$ cat src/rtl/count_ctrl_pkg.sv
// Shared command codes, FSM states and default widths for the counter controller.
package count_ctrl_pkg;

  localparam int unsigned PRESCALE_W_DEF = 8;
  localparam int unsigned WRAP_W_DEF     = 8;
  localparam int unsigned CMD_OP_W       = 2;

  typedef enum logic [CMD_OP_W-1:0] {
    CMD_START   = 2'b00,
    CMD_STOP    = 2'b01,
    CMD_CLEAR   = 2'b10,
    CMD_ONESHOT = 2'b11
  } cmd_op_e;

  typedef enum logic [1:0] {
    ST_IDLE    = 2'b00,
    ST_RUN     = 2'b01,
    ST_ONESHOT = 2'b10,
    ST_CLR     = 2'b11
  } state_e;

endpackage

$ cat src/rtl/count_ctrl_if.sv
// Command handshake plus downstream counter control/status bundle.
interface count_ctrl_if
  import count_ctrl_pkg::*;
#(
  parameter int unsigned PRESCALE_W = PRESCALE_W_DEF,
  parameter int unsigned WRAP_W     = WRAP_W_DEF
) ();

  logic                  cmd_valid;
  logic                  cmd_ready;
  cmd_op_e               cmd_op;
  logic [PRESCALE_W-1:0] prescale;
  logic                  overflow;
  logic                  count_en;
  logic                  count_clr;
  logic                  busy;
  logic                  done;
  logic [WRAP_W-1:0]     wrap_cnt;

  // Controller side
  modport slave (
    input  cmd_valid, cmd_op, prescale, overflow,
    output cmd_ready, count_en, count_clr, busy, done, wrap_cnt
  );

  // Command source / counter side
  modport master (
    output cmd_valid, cmd_op, prescale, overflow,
    input  cmd_ready, count_en, count_clr, busy, done, wrap_cnt
  );

endinterface

$ cat src/rtl/count_ctrl_prescaler.sv
// Programmable prescaler: ticks once every prescale_q+1 cycles while running.
module count_ctrl_prescaler #(
  parameter int unsigned PRESCALE_W = 8
) (
  input  logic                  clk,
  input  logic                  rst,
  input  logic                  i_load,
  input  logic                  i_clr,
  input  logic                  i_run,
  input  logic [PRESCALE_W-1:0] i_prescale,
  output logic                  o_tick
);

  logic [PRESCALE_W-1:0] r_presc_cnt;
  logic [PRESCALE_W-1:0] r_prescale_q;
  logic                  w_at_top;

  assign w_at_top = (r_presc_cnt == r_prescale_q);

  // Ratio capture on START/ONESHOT; phase restarts on load, stop, clear or idle
  always_ff @(posedge clk) begin
    if (rst) begin
      r_presc_cnt  <= '0;
      r_prescale_q <= '0;
    end else if (i_load) begin
      r_presc_cnt  <= '0;
      r_prescale_q <= i_prescale;
    end else if (i_clr || !i_run) begin
      r_presc_cnt  <= '0;
    end else if (w_at_top) begin
      r_presc_cnt  <= '0;
    end else begin
      r_presc_cnt  <= r_presc_cnt + PRESCALE_W'(1);
    end
  end

  // Tick decoded purely from flops so the accept cycle cannot suppress it
  assign o_tick = i_run && w_at_top;

endmodule

$ cat src/rtl/count_ctrl.sv
// Command-driven controller for the 8-bit wrap counter: FSM, handshake,
// prescaled enable, saturating wrap-event count and oneshot completion pulse.
module count_ctrl
  import count_ctrl_pkg::*;
#(
  parameter int unsigned PRESCALE_W = PRESCALE_W_DEF,
  parameter int unsigned WRAP_W     = WRAP_W_DEF
) (
  input  logic        clk,
  input  logic        rst,
  count_ctrl_if.slave bus
);

  localparam logic [WRAP_W-1:0] WRAP_MAX = '1;

  state_e            r_state;
  state_e            w_state_nxt;
  logic              r_done;
  logic              w_done_nxt;
  logic [WRAP_W-1:0] r_wrap_cnt;

  logic w_ready;
  logic w_busy;
  logic w_accept;
  logic w_load;
  logic w_presc_clr;
  logic w_tick;
  logic w_wrap;

  assign w_ready     = (r_state != ST_CLR);
  assign w_busy      = (r_state == ST_RUN) || (r_state == ST_ONESHOT);
  assign w_accept    = bus.cmd_valid && w_ready;
  assign w_load      = w_accept && ((bus.cmd_op == CMD_START) || (bus.cmd_op == CMD_ONESHOT));
  assign w_presc_clr = w_accept && ((bus.cmd_op == CMD_STOP) || (bus.cmd_op == CMD_CLEAR));
  assign w_wrap      = w_tick && bus.overflow;

  count_ctrl_prescaler #(
    .PRESCALE_W (PRESCALE_W)
  ) u_prescaler (
    .clk        (clk),
    .rst        (rst),
    .i_load     (w_load),
    .i_clr      (w_presc_clr),
    .i_run      (w_busy),
    .i_prescale (bus.prescale),
    .o_tick     (w_tick)
  );

  // State and done-pulse registers
  always_ff @(posedge clk) begin
    if (rst) begin
      r_state <= ST_IDLE;
      r_done  <= 1'b0;
    end else begin
      r_state <= w_state_nxt;
      r_done  <= w_done_nxt;
    end
  end

  // Next state; an accepted command always outranks oneshot completion
  always_comb begin
    w_state_nxt = r_state;
    w_done_nxt  = 1'b0;
    case (r_state)
      ST_IDLE, ST_RUN, ST_ONESHOT: begin
        if (w_accept) begin
          case (bus.cmd_op)
            CMD_START:   w_state_nxt = ST_RUN;
            CMD_ONESHOT: w_state_nxt = ST_ONESHOT;
            CMD_STOP:    w_state_nxt = ST_IDLE;
            CMD_CLEAR:   w_state_nxt = ST_CLR;
            default:     w_state_nxt = r_state;
          endcase
        end else if ((r_state == ST_ONESHOT) && w_wrap) begin
          w_state_nxt = ST_IDLE;
          w_done_nxt  = 1'b1;
        end
      end
      ST_CLR:  w_state_nxt = ST_IDLE;
      default: w_state_nxt = ST_IDLE;
    endcase
  end

  // Saturating wrap-event counter, zeroed during the CLR cycle
  always_ff @(posedge clk) begin
    if (rst) begin
      r_wrap_cnt <= '0;
    end else if (r_state == ST_CLR) begin
      r_wrap_cnt <= '0;
    end else if (w_wrap && (r_wrap_cnt != WRAP_MAX)) begin
      r_wrap_cnt <= r_wrap_cnt + WRAP_W'(1);
    end
  end

  assign bus.cmd_ready = w_ready;
  assign bus.busy      = w_busy;
  assign bus.count_en  = w_tick;
  assign bus.count_clr = (r_state == ST_CLR);
  assign bus.done      = r_done;
  assign bus.wrap_cnt  = r_wrap_cnt;

endmodule

$ cat src/flat_wrapper.sv
// flat-port wrapper written by rule: the top's interface ports become plain ports
module count_ctrl_flat import count_ctrl_pkg::*;
#(
  parameter int unsigned PRESCALE_W = PRESCALE_W_DEF,
  parameter int unsigned WRAP_W     = WRAP_W_DEF
)
  (clk, rst, bus_cmd_valid, bus_cmd_op, bus_prescale, bus_overflow, bus_cmd_ready, bus_count_en, bus_count_clr, bus_busy, bus_done, bus_wrap_cnt);
  count_ctrl_if #(.PRESCALE_W(PRESCALE_W), .WRAP_W(WRAP_W)) bus_i ();
  input  logic clk;
  input  logic rst;
  input wire logic [$bits(bus_i.cmd_valid)-1:0] bus_cmd_valid;
  input wire logic [$bits(bus_i.cmd_op)-1:0] bus_cmd_op;
  input wire logic [$bits(bus_i.prescale)-1:0] bus_prescale;
  input wire logic [$bits(bus_i.overflow)-1:0] bus_overflow;
  output wire logic [$bits(bus_i.cmd_ready)-1:0] bus_cmd_ready;
  output wire logic [$bits(bus_i.count_en)-1:0] bus_count_en;
  output wire logic [$bits(bus_i.count_clr)-1:0] bus_count_clr;
  output wire logic [$bits(bus_i.busy)-1:0] bus_busy;
  output wire logic [$bits(bus_i.done)-1:0] bus_done;
  output wire logic [$bits(bus_i.wrap_cnt)-1:0] bus_wrap_cnt;
  assign bus_i.cmd_valid = bus_cmd_valid;
  assign bus_i.cmd_op = bus_cmd_op;
  assign bus_i.prescale = bus_prescale;
  assign bus_i.overflow = bus_overflow;
  assign bus_cmd_ready = bus_i.cmd_ready;
  assign bus_count_en = bus_i.count_en;
  assign bus_count_clr = bus_i.count_clr;
  assign bus_busy = bus_i.busy;
  assign bus_done = bus_i.done;
  assign bus_wrap_cnt = bus_i.wrap_cnt;
  count_ctrl #(.PRESCALE_W(PRESCALE_W), .WRAP_W(WRAP_W)) u_core (.clk(clk), .rst(rst), .bus(bus_i));
endmodule
$ cat config.mk
export PLATFORM = sky130hd
export DESIGN_NAME = count_ctrl_flat
export DESIGN_NICKNAME = d
export VERILOG_FILES = /design/src/rtl/count_ctrl_pkg.sv /design/src/rtl/count_ctrl_if.sv /design/src/rtl/count_ctrl_prescaler.sv /design/src/rtl/count_ctrl.sv /design/src/flat_wrapper.sv
export SDC_FILE = /design/constraint.sdc
export NUM_CORES = 1
export LEC_CHECK = 0
export CORE_ASPECT_RATIO = 1.25
export CORE_MARGIN = 2
export CORE_UTILIZATION = 40
export CTS_BUF_LIST = sky130_fd_sc_hd__clkbuf_4
export DETAILED_ROUTE_END_ITERATION = 10
export HOLD_SLACK_MARGIN = 0.05
export PLACE_DENSITY = 0.69
export SYNTH_ARGS = -nofsm -noshare
export SYNTH_HDL_FRONTEND = slang
export SYNTH_HIERARCHICAL = 1
export SYNTH_SLANG_ARGS = --single-unit
$ cat constraint.sdc
create_clock -name clk -period 3.41 [get_ports clk]
set_clock_uncertainty 0.1 [all_clocks]
set_input_delay 0.682 -clock clk [delete_from_list [all_inputs] [get_ports clk]]
set_output_delay 0.682 -clock clk [all_outputs]
set_load 0.01 [all_outputs]
==> impl_metrics.json <==
{
  "path_class": "register to output port",
  "io_pins": 27,
  "grt_use_total_pct": 14.9,
  "hold_path_class": "register to register",
  "drt_wl_total_um": 2840,
  "yosysWarningCount": 6,
  "hold_start": "u_core/u_prescaler/r_presc_cnt[0]",
  "dr.pass1.iters": 4,
  "min_period_ns": 3.06,
  "cts_max_path_buffers": 2,
  "fp-row-count": 24,
  "drc_errors": 0,
  "cp_cell_sequence": "inv_1, ha_1, inv_1, inv_1, nor4_1, buf_4, clkdlybuf4s50_1",
  "end_kind": "output port",
  "fin_tns_setup_ns": 0,
  "antenna_found_initial": 0,
  "gp_congestion": 0.759,
  "cts_buffers": 3,
  "ys_async_sr_fraction_pct": 0,
  "grt_pass1_vias": 1179,
  "worst_slew_pin_slew_ns": 0.531,
  "io_buffers": 26,
  "rsz0062_at_grt": "no",
  "ir_drop_mv": 0.180,
  "synth_edf_count": 0,
  "drv_cap": 0,
  "wl_met2_um": 1570,
  "leakage_nw": 0.634,
  "min_path_cells": 1,
  "setup_viol": 0,
  "required_ns": 2.63,
  "cts.sinks": 27,
  "syn_area_per_cell_um2": 9.67,
  "crit_fanout": 7,
  "fmax_mhz": 327,
  "mostFrequentLayoutCells": "dfxtp_1 (27), clkdlybuf4s50_1 (26), nor2_1 (19), nand2_1 (13), mux2i_1 (11)",
  "dp_hpwl_um": 2230,
  "yosysSeqAreaShare_pct": 38.0,
  "met3_length_um": 79,
  "htreeDepth": 1,
  "max-slew-margin-rel_pct": 64.5,
  "path_buf_inv": 5,
  "clock_latency_ns": 0.32,
  "crit_top_cell": "inv_1",
  "drt-wirelength-per-cell_um": 13.2,
  "cts_setup_buffers": 0,
  "drt-vias-per-instance": 5.36,
  "grt_max_degree": 15,
  "drive_above_1_share_pct": 10.2,
  "start_kind": "register",
  "reg2reg_from": "u_core/r_state[0]",
  "syn2layout_area_growth_pct": 23.4,
  "synth.ff_latch_count": 27,
  "final_antenna_net_count": 0,
  "cp.depth": 7,
  "place_inst": 211,
  "met1Wirelength_um": 1160,
  "cts_tree": "yes",
  "vias": 1153,
  "synth_cells": 147,
  "dieArea_mm2": 0.00405,
  "power.density_mw_per_mm2": 323,
  "final_cell_count_no_fill": 215,
  "ys.flop_type": "dfxtp_1",
  "ctsResizeCount": 0,
  "setup_ws_ns": 0.351,
  "cp-startpoint": "u_core/r_state[0]",
  "netlist_area_mm2": 0.00142,
  "dieHeight_um": 70.6,
  "syn_nets": 169,
  "nets": 199,
  "die_w_um": 57.3,
  "hold_viol": 0,
  "synth_cell_type_count": 37,
  "status": "completed",
  "nFillCells": 322,
  "critPathTopFamily": "buffers and inverters",
  "initial_utilization_pct": 41.2,
  "design.core.area_mm2": 0.00345,
  "routed.top_layer": "met4",
  "rr_worst_depth": 9,
  "diodes": 0,
  "path_clk_slew_ns": 0.14,
  "slew_violations": 0,
  "drtIter0Drc": 41,
  "critical_path.max_stage_delay_ns": 0.53,
  "cp_data_arrival_time_ns": 2.28,
  "final_common_cell": "dfxtp_1",
  "root_buffer": "clkbuf_4",
  "finalCritPeriodShare_pct": 89.7,
  "grt_first_pass_wirelength_um": 4820,
  "slowest_stage": "clkdlybuf4s50_1",
  "place_ws_ns": 0.696,
  "holdBufCountCts": 0,
  "grt_overflow": 0
}
-- sequential cells by signal (all words and copies together), names as in the netlist --
name / count
u_core/r_state: 2
u_core/u_prescaler/r_presc_cnt: 8
u_core/bus.wrap_cnt: 8
u_core/u_prescaler/r_prescale_q: 8
u_core/bus.done: 1
-- worst paths after layout --
| kind | endpoint | slack, ns |
|---|---|---|
| setup / recovery | bus_count_en | 0.35 |
| hold / removal | u_core/u_prescaler/r_presc_cnt[0] | 0.39 |
| setup reg to reg | u_core/bus.wrap_cnt[4] | 1.15 |
| hold reg to reg | u_core/u_prescaler/r_presc_cnt[0] | 0.39 |
-- synth_stat cells, types with 2 or more instances --
| cell type | instances | area (um2) |
|---|---|---|
| nor2_1 | 19 | 71.3 |
| nor4_1 | 2 | 12.5 |
| nor4b_1 | 2 | 17.5 |
| ha_1 | 8 | 100 |
| dfxtp_1 | 27 | 541 |
| a311oi_1 | 2 | 17.5 |
| buf_6 | 2 | 22.5 |
| xnor2_2 | 3 | 48.8 |
| xor2_1 | 4 | 35.0 |
| nand4_1 | 2 | 12.5 |
| xnor2_1 | 7 | 61.3 |
| nand3_1 | 5 | 25.0 |
| a31oi_1 | 2 | 12.5 |
| a21oi_1 | 3 | 15.0 |
| nor3b_1 | 2 | 15.0 |
| inv_1 | 10 | 37.5 |
| mux2i_1 | 11 | 110 |
| nand2_1 | 13 | 48.8 |
| and3_1 | 5 | 31.3 |
-- where the power goes --
group	internal (W)	switching [W]	total, W	leakage [nW]
combinational	0.0000453	0.0000418	0.0000872	0.397
clock	0.0000538	0.0000933	0.000147	0.0184
sequential	0.000324	0.00000856	0.000332	0.219
total	0.000423	0.000144	0.000567	0.634
-- metrics by stage --
stage               hold slack [ns]  power [W]  instance area, um2  util, %
floorplan                     0.337   0.000391                1420        -
global route                  0.422   0.000594                1750     50.8
global placement              0.360   0.000424                1720     49.9
finish                        0.390   0.000567                1750     50.8
CTS                           0.402   0.000577                1750     50.8
detailed placement            0.369   0.000427                1720     49.9
-- logic make-up after synthesis --
family	synth area share (%)
XOR/XNOR	10.2
buffers and inverters	4.49
AO/OA/AOI/OAI	11.5
flip-flops	38.0
AND/OR/NAND/NOR	21.0
multiplexers	7.75
adder cells (fa/ha/maj)	7.04
-- layout make-up --
class                   instances  area, um2  share of cell area, %
clock buffers                   4       30.0                   1.71
inverters                      10       37.5                   2.14
multi-input cells             107        822                   46.9
flip-flops and latches         27        541                   30.8
well taps                      39       48.8                   2.78
repair buffers                 28        275                   15.7
-- per-layer routing --
layer / GRT usage, % / vias up
li1: - / 575
met1: 15.6 / 548
met2: 27.7 / 26
met3: 2.38 / 4
met4: 8.01 / 0
met5: 0 / -
(Power assumes the default switching activity.)
